<file path="config.mk">
export PLATFORM = sky130hd
export DESIGN_NAME = game_flow_ctrl
export DESIGN_NICKNAME = d
export VERILOG_FILES = /design/src/rtl/game_flow_ctrl.sv
export SDC_FILE = /design/constraint.sdc
export NUM_CORES = 1
export LEC_CHECK = 0
export ABC_CLOCK_PERIOD_IN_PS = 2900
export CAP_MARGIN = 25
export CORE_ASPECT_RATIO = 1.2
export CORE_MARGIN = 2
export CORE_UTILIZATION = 25
export DETAILED_ROUTE_END_ITERATION = 10
export GPL_TIMING_DRIVEN = 1
export PLACE_DENSITY = 0.51
export SYNTH_ARGS = -nofsm -noshare
export SYNTH_HDL_FRONTEND = slang
export SYNTH_SLANG_ARGS = --single-unit
</file>
<file path="constraint.sdc">
create_clock -name clk_25M_reg -period 2.9 [get_ports clk_25M_reg]
set_input_delay 0.435 -clock clk_25M_reg [delete_from_list [all_inputs] [get_ports clk_25M_reg]]
set_output_delay 0.435 -clock clk_25M_reg [all_outputs]
set_load 0.1 [all_outputs]
</file>
<file path="src/rtl/game_flow_ctrl.sv">
// Game-level sequencer: idle/serve/play/pause/miss/over flow, lives, score,
// level and paddle speed for the VGA paddle/ball datapath.
module game_flow_ctrl #(
  parameter int LIVES_INIT     = 3,
  parameter int SPEED_INIT     = 2,
  parameter int SPEED_MAX      = 6,
  parameter int HITS_PER_LEVEL = 5,
  parameter int SERVE_FRAMES   = 60,
  parameter int OVER_FRAMES    = 120
) (
  input  logic       clk_25M_reg,
  input  logic       rst_n,
  input  logic       vs,
  input  logic       start_btn,
  input  logic       lose,
  input  logic       get,
  output logic [3:0] move_speed,
  output logic       run,
  output logic       serve_pulse,
  output logic [1:0] lives,
  output logic [9:0] score,
  output logic [2:0] level,
  output logic       game_over,
  output logic [2:0] state
);

  typedef enum logic [2:0] {
    S_IDLE  = 3'd0,
    S_SERVE = 3'd1,
    S_PLAY  = 3'd2,
    S_PAUSE = 3'd3,
    S_MISS  = 3'd4,
    S_OVER  = 3'd5
  } state_t;

  localparam logic [1:0] LIV_I   = 2'(LIVES_INIT);
  localparam logic [3:0] SPD_I   = 4'(SPEED_INIT);
  localparam logic [3:0] SPD_M   = 4'(SPEED_MAX);
  localparam logic [7:0] HITS_N  = 8'(HITS_PER_LEVEL);
  localparam logic [7:0] SERVE_N = 8'(SERVE_FRAMES);
  localparam logic [7:0] OVER_N  = 8'(OVER_FRAMES);

  state_t     state_q, state_d;
  logic       start_s1_q, start_s2_q, start_prev_q;
  logic       vs_prev_q, lose_prev_q, get_prev_q;
  logic [3:0] speed_q, speed_d;
  logic [7:0] hit_q, hit_d;
  logic [7:0] frame_q, frame_d;
  logic [1:0] lives_q, lives_d;
  logic [9:0] score_q, score_d;
  logic [2:0] level_q, level_d;
  logic [3:0] move_speed_q, move_speed_d;
  logic       run_q, run_d, serve_q, serve_d, over_q, over_d;

  logic start_rise, frame_tick, lose_rise, get_rise;

  // History flops reset high so levels already asserted at release are not edges.
  assign start_rise = start_s2_q & ~start_prev_q;
  assign frame_tick = vs_prev_q & ~vs;
  assign lose_rise  = lose & ~lose_prev_q;
  assign get_rise   = get & ~get_prev_q;

  always_comb begin
    state_d = state_q;
    speed_d = speed_q;
    hit_d   = hit_q;
    frame_d = frame_q;
    lives_d = lives_q;
    score_d = score_q;
    level_d = level_q;
    serve_d = 1'b0;
    case (state_q)
      S_IDLE: begin
        if (start_rise) begin
          lives_d = LIV_I;
          score_d = '0;
          level_d = '0;
          speed_d = SPD_I;
          hit_d   = '0;
          frame_d = '0;
          serve_d = 1'b1;
          state_d = S_SERVE;
        end
      end
      S_SERVE: begin
        if (frame_tick) begin
          if (frame_q + 8'd1 == SERVE_N) state_d = S_PLAY;
          else                           frame_d = frame_q + 8'd1;
        end
      end
      S_PLAY: begin
        if (lose_rise) begin
          if (lives_q != 2'd0) lives_d = lives_q - 2'd1;
          state_d = S_MISS;
        end else begin
          if (get_rise) begin
            if (score_q != 10'h3FF) score_d = score_q + 10'd1;
            if (hit_q + 8'd1 == HITS_N) begin
              hit_d = '0;
              if (speed_q < SPD_M) speed_d = speed_q + 4'd1;
              if (level_q != 3'd7) level_d = level_q + 3'd1;
            end else begin
              hit_d = hit_q + 8'd1;
            end
          end
          if (start_rise) state_d = S_PAUSE;
        end
      end
      S_PAUSE: begin
        if (start_rise) state_d = S_PLAY;
      end
      S_MISS: begin
        frame_d = '0;
        if (lives_q == 2'd0) begin
          state_d = S_OVER;
        end else begin
          serve_d = 1'b1;
          state_d = S_SERVE;
        end
      end
      S_OVER: begin
        if (frame_tick) begin
          if (frame_q + 8'd1 == OVER_N) state_d = S_IDLE;
          else                          frame_d = frame_q + 8'd1;
        end
      end
      default: state_d = S_IDLE;
    endcase
    move_speed_d = (state_d == S_PLAY) ? speed_d : 4'd0;
    run_d        = (state_d == S_PLAY);
    over_d       = (state_d == S_OVER);
  end

  always_ff @(posedge clk_25M_reg or negedge rst_n) begin
    if (!rst_n) begin
      state_q      <= S_IDLE;
      start_s1_q   <= 1'b1;
      start_s2_q   <= 1'b1;
      start_prev_q <= 1'b1;
      vs_prev_q    <= 1'b1;
      lose_prev_q  <= 1'b1;
      get_prev_q   <= 1'b1;
      speed_q      <= SPD_I;
      hit_q        <= '0;
      frame_q      <= '0;
      lives_q      <= '0;
      score_q      <= '0;
      level_q      <= '0;
      move_speed_q <= '0;
      run_q        <= 1'b0;
      serve_q      <= 1'b0;
      over_q       <= 1'b0;
    end else begin
      state_q      <= state_d;
      start_s1_q   <= start_btn;
      start_s2_q   <= start_s1_q;
      start_prev_q <= start_s2_q;
      vs_prev_q    <= vs;
      lose_prev_q  <= lose;
      get_prev_q   <= get;
      speed_q      <= speed_d;
      hit_q        <= hit_d;
      frame_q      <= frame_d;
      lives_q      <= lives_d;
      score_q      <= score_d;
      level_q      <= level_d;
      move_speed_q <= move_speed_d;
      run_q        <= run_d;
      serve_q      <= serve_d;
      over_q       <= over_d;
    end
  end

  assign move_speed  = move_speed_q;
  assign run         = run_q;
  assign serve_pulse = serve_q;
  assign lives       = lives_q;
  assign score       = score_q;
  assign level       = level_q;
  assign game_over   = over_q;
  assign state       = state_q;

endmodule

</file>
* Word level (Yosys, flattened, before mapping)
Index checks and enable logic that the tools add are counted.
** Word-level totals
- Input bits :: 6
- Output and inout port bits :: 25
- Logic and storage cells :: 111
- Bits in registers :: 51
** Operators by class
- Bitwise operators :: 8
- Equality and inequality tests :: 24
- Reduce and logical (&&, ||, !) cells :: 10
- Add/subtract/negate cells :: 6
- Mux-type cells :: 45
- Order comparisons :: 1
** Operator list (count)
- two-way mux 8 bit :: 8
- two-way mux 3 bit :: 14
- two-way mux 10 bit :: 4
- case mux 8 bit (4 select lines) :: 1
- two-way mux 4 bit :: 6
- inequality test 2 bit (second input constant) :: 12
- case mux 10 bit (2 select lines) :: 1
- case mux 3 bit (6 select lines) :: 1
- adder 8 x 1 -> 8 bit (second input constant) :: 2
- case mux 8 bit (2 select lines) :: 1
- AND reduction 6 bit :: 2
- adder 10 x 1 -> 10 bit (second input constant) :: 1
- inequality test 10 bit (second input constant) :: 1
- == test 3 x 2 -> 1 bit (second input constant) :: 3
- == test 3 bit (second input constant) :: 3
- == test 8 x 3 -> 1 bit (second input constant) :: 1
- == test 8 x 6 -> 1 bit (second input constant) :: 1
- == test 8 x 7 -> 1 bit (second input constant) :: 1
- case mux 4 bit (2 select lines) :: 1
- AND reduction 4 bit :: 2
- two-way mux 2 bit :: 3
- case mux 3 bit (2 select lines) :: 1
- AND reduction 5 bit :: 1
- adder 4 x 1 -> 4 bit (second input constant) :: 1
- 14 further kinds :: 22

* Longest topological paths before layout
- Depth after elaboration :: 7
- Gate-level depth with buffers :: 8
- Mapped depth without buffers :: 7

* Worst setup path before layout
No wires, ideal clock.
- Kind :: register to register
- Start point :: register state_q[1], in the netlist state[1]
- End point :: register score_q[3], in the netlist score[3]
- Arrival :: 2.558 ns
- Library setup time :: 0.078 ns
- Slack :: 0.264 ns
- Path buffers :: 1
- Required time :: 2.822 ns
- Clock period less this slack :: 2.636 ns
- Stages on the path, launching flop included :: 7
- Cells stage by stage :: dfrtp_1 > buf_2 > nor3b_1 > a22oi_1 > nand3b_1 > or3_1 > a21oi_1
** On the way
- Longest elaborated chain between the ends :: 3
- Elaborated cells on any way between the ends :: 9
- Classes of those cells :: eq/ne (5); mux (1); reduce/logical (3)
** Ends and longest elaborated chain
- from (decl) :: line 43 : state_t state_q, state_d;
- from (signal assigned) :: line 154 : state_q <= state_d;
- == test 3 x 2 -> 1 bit / logical NOT 3 bit (equally long branches) :: line 72 : case (state_q)
- inequality test 2 bit (no line) / nonzero test 2 bit (equally long branches)
- AND reduction 5 bit (no line)
- to (signal assigned) :: line 165 : score_q <= score_d;
- to (decl) :: line 50 : logic [9:0] score_q, score_d;
Several ways; a longest one is shown, not always the timed one.
A chain may end at the register's enable or synchronous reset.

* Final worst setup path
- Start point :: register hit_q[0]
- End point :: register level_q[0], in the netlist level[0]
** On the way
- Longest elaborated chain between the ends :: 4
** Ends and longest elaborated chain
- from (decl) :: line 47 : logic [7:0] hit_q, hit_d;
- from (signal assigned) :: line 162 : hit_q <= hit_d;
- adder 8 x 1 -> 8 bit :: line 98 : if (hit_q + 8'd1 == HITS_N) begin
- == test 8 x 3 -> 1 bit :: line 98
- inequality test 2 bit (no line)
- AND reduction 6 bit (no line)
- to (signal assigned) :: line 166 : level_q <= level_d;
- to (decl) :: line 51 : logic [2:0] level_q, level_d;
Every way passes these cells.

==> summary.md <==
| Metric | Value |
|---|---|
| Average detailed-routed wire length per instance | `14.5 um` |
| Die Wd | `100 um` |
| Non-filler cells, final | `454` |
| CP Class | `flop to flop` |
| Count of buffers added by post-CTS timing repair for setup | `0` |
| Fraction of post-synthesis cell area in the top cell type by area | `39.6%` |
| Remaining routing DRC violations | `0` |
| I/O Pins | `31` |
| Via count of the first global-routing pass | `roughly 2.3k` |
| Cts bufs inserted | `5` |
| Top post-synthesis cells by count | `sky130_fd_sc_hd__dfrtp_1, sky130_fd_sc_hd__o21ai_0, sky130_fd_sc_hd__nor2_1, sky130_fd_sc_hd__nand2_1, sky130_fd_sc_hd__nor3_1` |
| DR pass1 iterations | `4` |
| Count of synthesis-stage warnings from yosys | `0` |
| Count of port buffers added during placement | `30` |
| Reported max-cap violation count | `0` |
| Top post-synthesis cells by area | `sky130_fd_sc_hd__dfrtp_1, sky130_fd_sc_hd__dfstp_2, sky130_fd_sc_hd__o21ai_0` |
| CP required | `3080 ps` |
| Main flop type after synthesis | `sky130_fd_sc_hd__dfrtp_1` |
| Wire length of the first global-routing pass | `about 11 mm` |
| Arrival @ worst endpoint | `2820 ps` |
| Final-report max-slew violation count | `0` |
| Run status | `complete, no violations` |
| Final critical delay including setup and external delays | `approximately 2600 ps` |
| Routed via count | `approximately 2.3k` |
| Fill cell total of the finished layout | `1154` |
| CTS Hold Buffers Added | `0` |
| Post-route antenna net violation count | `0` |
| Worst setup EP type | `flop` |
| Pleak | `1.44 nW` |
| Clock Root Buffer | `sky130_fd_sc_hd__clkbuf_16` |
| Fraction of layout instances using a drive strength above 1 | `19.9%` |
| Total congestion overflow after global routing | `0` |
| Total non-filler cell area in the finished layout | `3350 um2` |
| Measured slew at the worst slew-check pin | `709 ps` |
| Reg-to-reg slack, setup | `270 ps` |
| Asr flop ratio synth | `100%` |
| TritonCTS Sinks | `51` |
| Count leader, synth | `sky130_fd_sc_hd__dfrtp_1` |
| Placement Rows | `42` |
| Worst path max stage delay | `just over 500 ps` |
| Drt first-iter violations | `131` |
| Area of the mapped netlist | `2780 um2` |
| Cell type with the highest aggregate area in the netlist | `sky130_fd_sc_hd__dfrtp_1` |
| TritonCTS clock tree | `built` |
| Hold Path Class | `primary input to asynchronous set/reset pin` |
| Setup TNS Final | `0 ps` |
| Multi-input gate area | `about 1400 um2` |
| Total track usage | `between 10% and 20%` |
| Final HPWL from detailed placement | `4.92 mm` |
| Post-CTS Resized | `0` |
| Number of antenna cells inserted | `0` |
| Power density of the placed cells | `468 nW/um2` |
| CP max-delay cell | `sky130_fd_sc_hd__or4b_4` |
| Buffer depth of the longest clock path | `2` |
| Standard cell area after detailed placement | `3190 um2` |
| Synthesized instance count | `286` |
| Skew-Pair Late Insertion Delay | `a little under 300 ps` |
| Count of final setup violators | `0` |
| Wirelength, routed | `6.57 mm` |
| Chain of cells forming the critical path | `ha_1, and3_1, or4b_4, a221oi_4, and2b_1, o21ai_1, mux2_4` |
| Syn_nets | `300` |
| Startpoint class of the critical path | `flop` |
| Layout net count | `~340` |
| Y dimension of the die | `120 um` |
| Antenna violations before repair | `0` |
| Unrepaired setup endpoints after global routing | `false` |
| Utilization after layout | `30.7%` |
| Number of endpoints with negative hold slack in the final report | `0` |
| # H-tree levels | `2` |
| Area overhead of the layout relative to synthesis | `20.4%` |
| Top fanout value on the critical path | `11` |
| Crit Reg-Reg Endpoint | `level[0]` |
| Timing-limited maximum frequency | `0.380 GHz` |
| Max IR drop VDD | `~0.26 mV` |
| Post-route worst hold slack | `194 ps` |
| Clock transition time at the flip-flop clock pins of the worst setup and hold paths | `70 ps` |
| Total core area | `around 11000 um2` |
| Vias per cell | `5.03` |
| Relative slew margins | `52.7%` |
| Average cell area after synthesis | `between 9 and 10 um2` |
| Synth Register Bits | `51` |
| Sequential cell area | `1280 um2` |
| Final Wtd Congestion | `slightly above 0.8` |
| Cell variety after synth | `70` |
| Cell count after placement | `446` |
| Initial Utilization | `~25%` |
| Sequential element share of the synthesized area | `46.2%` |
| Count of flip-flops with a built-in enable after synthesis | `0` |
| Worst clock skew on the final layout | `just over 7 ps` |
| R2R Path Start | `hit_q[0]` |
| Worst-case reg-to-reg path depth | `7` |
| Die ar. | `12000 um2` |
| Maximum number of pins on one net before global-route repair | `32` |
| Final critical-path share of the clock period | `between 90% and 100%` |
==> registers in the layout, summed over array words and instances, names as in the netlist, 2 cells and up <==
| name | count |
|---|---|
| move_speed | 4 |
| state | 3 |
| frame_q | 8 |
| lives | 2 |
| hit_q | 8 |
| level | 3 |
| speed_q | 4 |
| score | 10 |
==> critical path: cells and delay by family (launching register included) <==
kind | cells | cell delay (ps)
adder cells (fa/ha/maj) | 1 | 280
AO/OA/AOI/OAI | 2 | 530
AND/OR/NAND/NOR | 3 | 950
multiplexers | 1 | 280
flip-flops | 1 | 480
==> how the worst max path moves through the flow <==
| stage | start | end | slack [ps] |
|---|---|---|---|
| 6_report | hit_q[0] | level[0] | 270 |
| 5_1_grt | hit_q[0] | level[0] | 70 |
| 4_1_cts | hit_q[0] | level[0] | 260 |
| 3_5_place_dp | hit_q[0] | level[0] | 280 |
| 3_3_place_gp | hit_q[0] | level[0] | 310 |
| 2_1_floorplan | state[1] | score[3] | 260 |
==> layer usage <==
metal / up-vias / GRT usage (%) / share of wire, %
met1: 1108 / 13.8 / 42
met5: - / 0 / 0
met4: 0 / 4.20 / 2.3
li1: 1135 / - / -
met2: 30 / 20.8 / 53
met3: 12 / 2.33 / 2.7
==> where the power goes <==
| part | internal [W] | total (W) | switching [W] |
|---|---|---|---|
| Clock | 0.000368 | 0.000620 | 0.000252 |
| Sequential | 0.000746 | 0.000790 | 0.0000445 |
| Combinational | 0.0000627 | 0.000158 | 0.0000956 |
| Total | 0.00118 | 0.00157 | 0.000392 |
==> final cells by class <==
| class | count | area share, % |
|---|---|---|
| flip-flops and latches | 51 | 38.3 |
| inverters | 10 | 1.12 |
| repair buffers | 39 | 8.96 |
| multi-input cells | 214 | 42.0 |
| well taps | 132 | 4.93 |
| clock buffers | 8 | 4.67 |
==> per-stage QoR <==
stage | power, W | setup WS (ps)
after floorplan | 0.000906 | 264
after global placement | 0.000960 | 313
after detailed placement | 0.000962 | 276
after CTS | 0.00159 | 264
after global routing | 0.00164 | 70.2
final | 0.00157 | 265
==> cell usage in the layout, fill, tap and decap left out, drive strengths merged, types with 7 or more instances in the layout <==
cell    instances
ha              8
nor2           21
inv            10
nand3          12
dfstp           7
a21oi          12
nor3           14
buf            35
nand2          17
nand4          11
dfrtp          44
o21ai          24
clkbuf          8
==> cell families (layout without fill, tap and decap cells) <==
| kind of cell | after synthesis | after routing | share of synthesized area, % |
|---|---|---|---|
| xor gates and xnor gates | 7 | 7 | 2.20 |
| AOI/OAI and AO/OA | 79 | 79 | 20.0 |
| muxes | 4 | 4 | 1.66 |
| DFF | 51 | 51 | 46.2 |
| adders and majority gates | 8 | 8 | 3.60 |
| buffers and inverters | 21 | 57 | 3.33 |
| and+or+nand+nor | 116 | 116 | 23.1 |
No activity file was read; power rests on OpenSTA's default activity.
==> variant: new RTL, config.mk and constraints unchanged <==
The output `move_speed` loses its register stage (`move_speed_q` becomes a continuous assignment).
--- a/src/rtl/game_flow_ctrl.sv
+++ b/src/rtl/game_flow_ctrl.sv
@@ -146,7 +146,6 @@
       lives_q      <= '0;
       score_q      <= '0;
       level_q      <= '0;
-      move_speed_q <= '0;
       run_q        <= 1'b0;
       serve_q      <= 1'b0;
       over_q       <= 1'b0;
@@ -164,12 +163,13 @@
       lives_q      <= lives_d;
       score_q      <= score_d;
       level_q      <= level_d;
-      move_speed_q <= move_speed_d;
       run_q        <= run_d;
       serve_q      <= serve_d;
       over_q       <= over_d;
     end
   end
+
+  assign move_speed_q = move_speed_d;
 
   assign move_speed  = move_speed_q;
   assign run         = run_q;
Function: same outputs for any inputs over 10 cycles, from zero or initial values and one cycle with rst_n low; that may be too few to reach the edited logic, so the function may still have changed.
==> variant against the original RTL <==
The flow now finishes with violations (setup timing). Wire length grew 5.0%. Count of clock-buffer cells in the layout shrank 1. Setup slack lost 0.34 ns. Sequential cell count shrank 4. Total power shrank 2.8%. Final area grew 4.5%. Hold slack lost 0.021 ns. Core utilization grew 3.0 points. Area after synthesis shrank 4.7%. Critical path type is now reg -> out.
==> variant: results (changes against the original RTL) <==
grt_pass1_vias: 2288  # +1.3%
dp_cells: 449  # +0.67%
synthTopCellsByArea: "dfrtp_1 (38%), dfstp_2 (6.9%), nand2_1 (4.2%)"
syn-num-nets: 295  # -1.7%
synth_commonest_cells: "dfrtp_1 (40), nand2_1 (30), nor2_1 (25)"
postSynthAreaPerCell_um2: 9.44  # -3.0%
dp_hpwl_mm: 5.07  # +3.1%
rr_worst_depth: 7  # unchanged
cp.arrival_ns: 2.54  # -0.28 ns
synth_cell_type_count: 60  # -14%
diodes: 0  # unchanged
grtUsageTotal_pct: 12.6  # +0.94 points
drive_gt1_share_pct: 28.8  # +8.9 points
violations: "setup timing"
max-vdd-ir-drop_mv: 0.230  # -12%
worst_clock_skew_ns: 0.00653  # -0.000555 ns
r2r-end: "score[4]$_DFFE_PN0P_"
tns_ns: -0.0889  # -0.0889 ns
p_leak_nw: 1.59  # +10%
post_cts_buffers: 5  # +5
grt_max_degree: 27  # -16%
avgViaCountPerCell: 4.95  # -1.7%
relSlewSlack_pct: 57.1  # +4.4 points
cts_resized: 7  # +7
grt_pass1_wl_mm: 11.6  # +3.3%
wl_per_cell_um: 14.8  # +2.3%
synth_seq_area_share_pct: 44.6  # -1.5 points
status: "complete, but fails checks"
gp_congestion: 0.864  # +4.1%
vias: 2306  # +0.92%
place_area_um2: 3240  # +1.5%
timing.final.ws_setup_ns: -0.0777  # -0.343 ns
setup_viol: 3  # +3
path_max_fanout: 5  # -6
yosys_warnings: 0  # unchanged
drt-initial-drc-count: 58  # -56%
clk_pin_slew_ns: 0.07  # about the same
slowest_stage: "or4_4"
crit_path_end: "move_speed[2]"
place_worst_setup_slack_ns: -0.102  # -0.378 ns
nets: 350  # +4.5%
reg2reg_from: "state[2]$_DFF_PN0_"
variant: where the power goes:
part	switching, mW	internal [mW]	total (mW)	leakage [nW]
Combinational	0.0983	0.0896	0.188	0.917
Clock	0.240	0.342	0.582	0.0739
Sequential	0.0565	0.698	0.755	0.603
Total	0.395	1.13	1.52	1.59
variant: routing by layer:
| metal | vias to the layer above | wire length [µm] | GRT usage, % |
|---|---|---|---|
| met2 | 39 | 3580 | 22.4 |
| li1 | 1127 | - | - |
| met4 | 0 | 42 | 3.52 |
| met1 | 1136 | 3080 | 15.8 |
| met3 | 4 | 187 | 2.26 |
| met5 | - | 0 | 0 |
variant: how the worst min path moves through the flow:
| stage | cells after the start | slack, ns | from | to |
|---|---|---|---|---|
| global route | 1 | 0.22 | rst_n | frame_q[4]$_DFFE_PN0P_ |
| floorplan | 0 | 0.14 | rst_n | frame_q[0]$_DFFE_PN0P_ |
| CTS | 1 | 0.19 | rst_n | frame_q[4]$_DFFE_PN0P_ |
| detailed placement | 0 | 0.35 | start_s1_q$_DFF_PN1_ | start_s2_q$_DFF_PN1_ |
| global placement | 0 | 0.35 | start_s1_q$_DFF_PN1_ | start_s2_q$_DFF_PN1_ |
| finish | 1 | 0.17 | rst_n | state[0]$_DFF_PN0_ |
variant: cell families after synthesis:
group	count (synthesis)	synth area share (%)
fa+ha+maj	8	3.77
buf+inv	22	3.58
simple gates	129	26.2
xor+xnor	10	3.30
flops	47	44.6
mux	3	1.18
compound gates	62	17.4
variant: final cells by class:
| type | instances | area [µm²] |
|---|---|---|
| fillers | 1088 | 6910 |
| flip-flops and latches | 47 | 1200 |
| clock buffers | 7 | 143 |
| repair buffers | 57 | 489 |
| well taps | 129 | 161 |
| multi-input cells | 212 | 1450 |
| clock inverters | 1 | 5.00 |
| inverters | 13 | 48.8 |
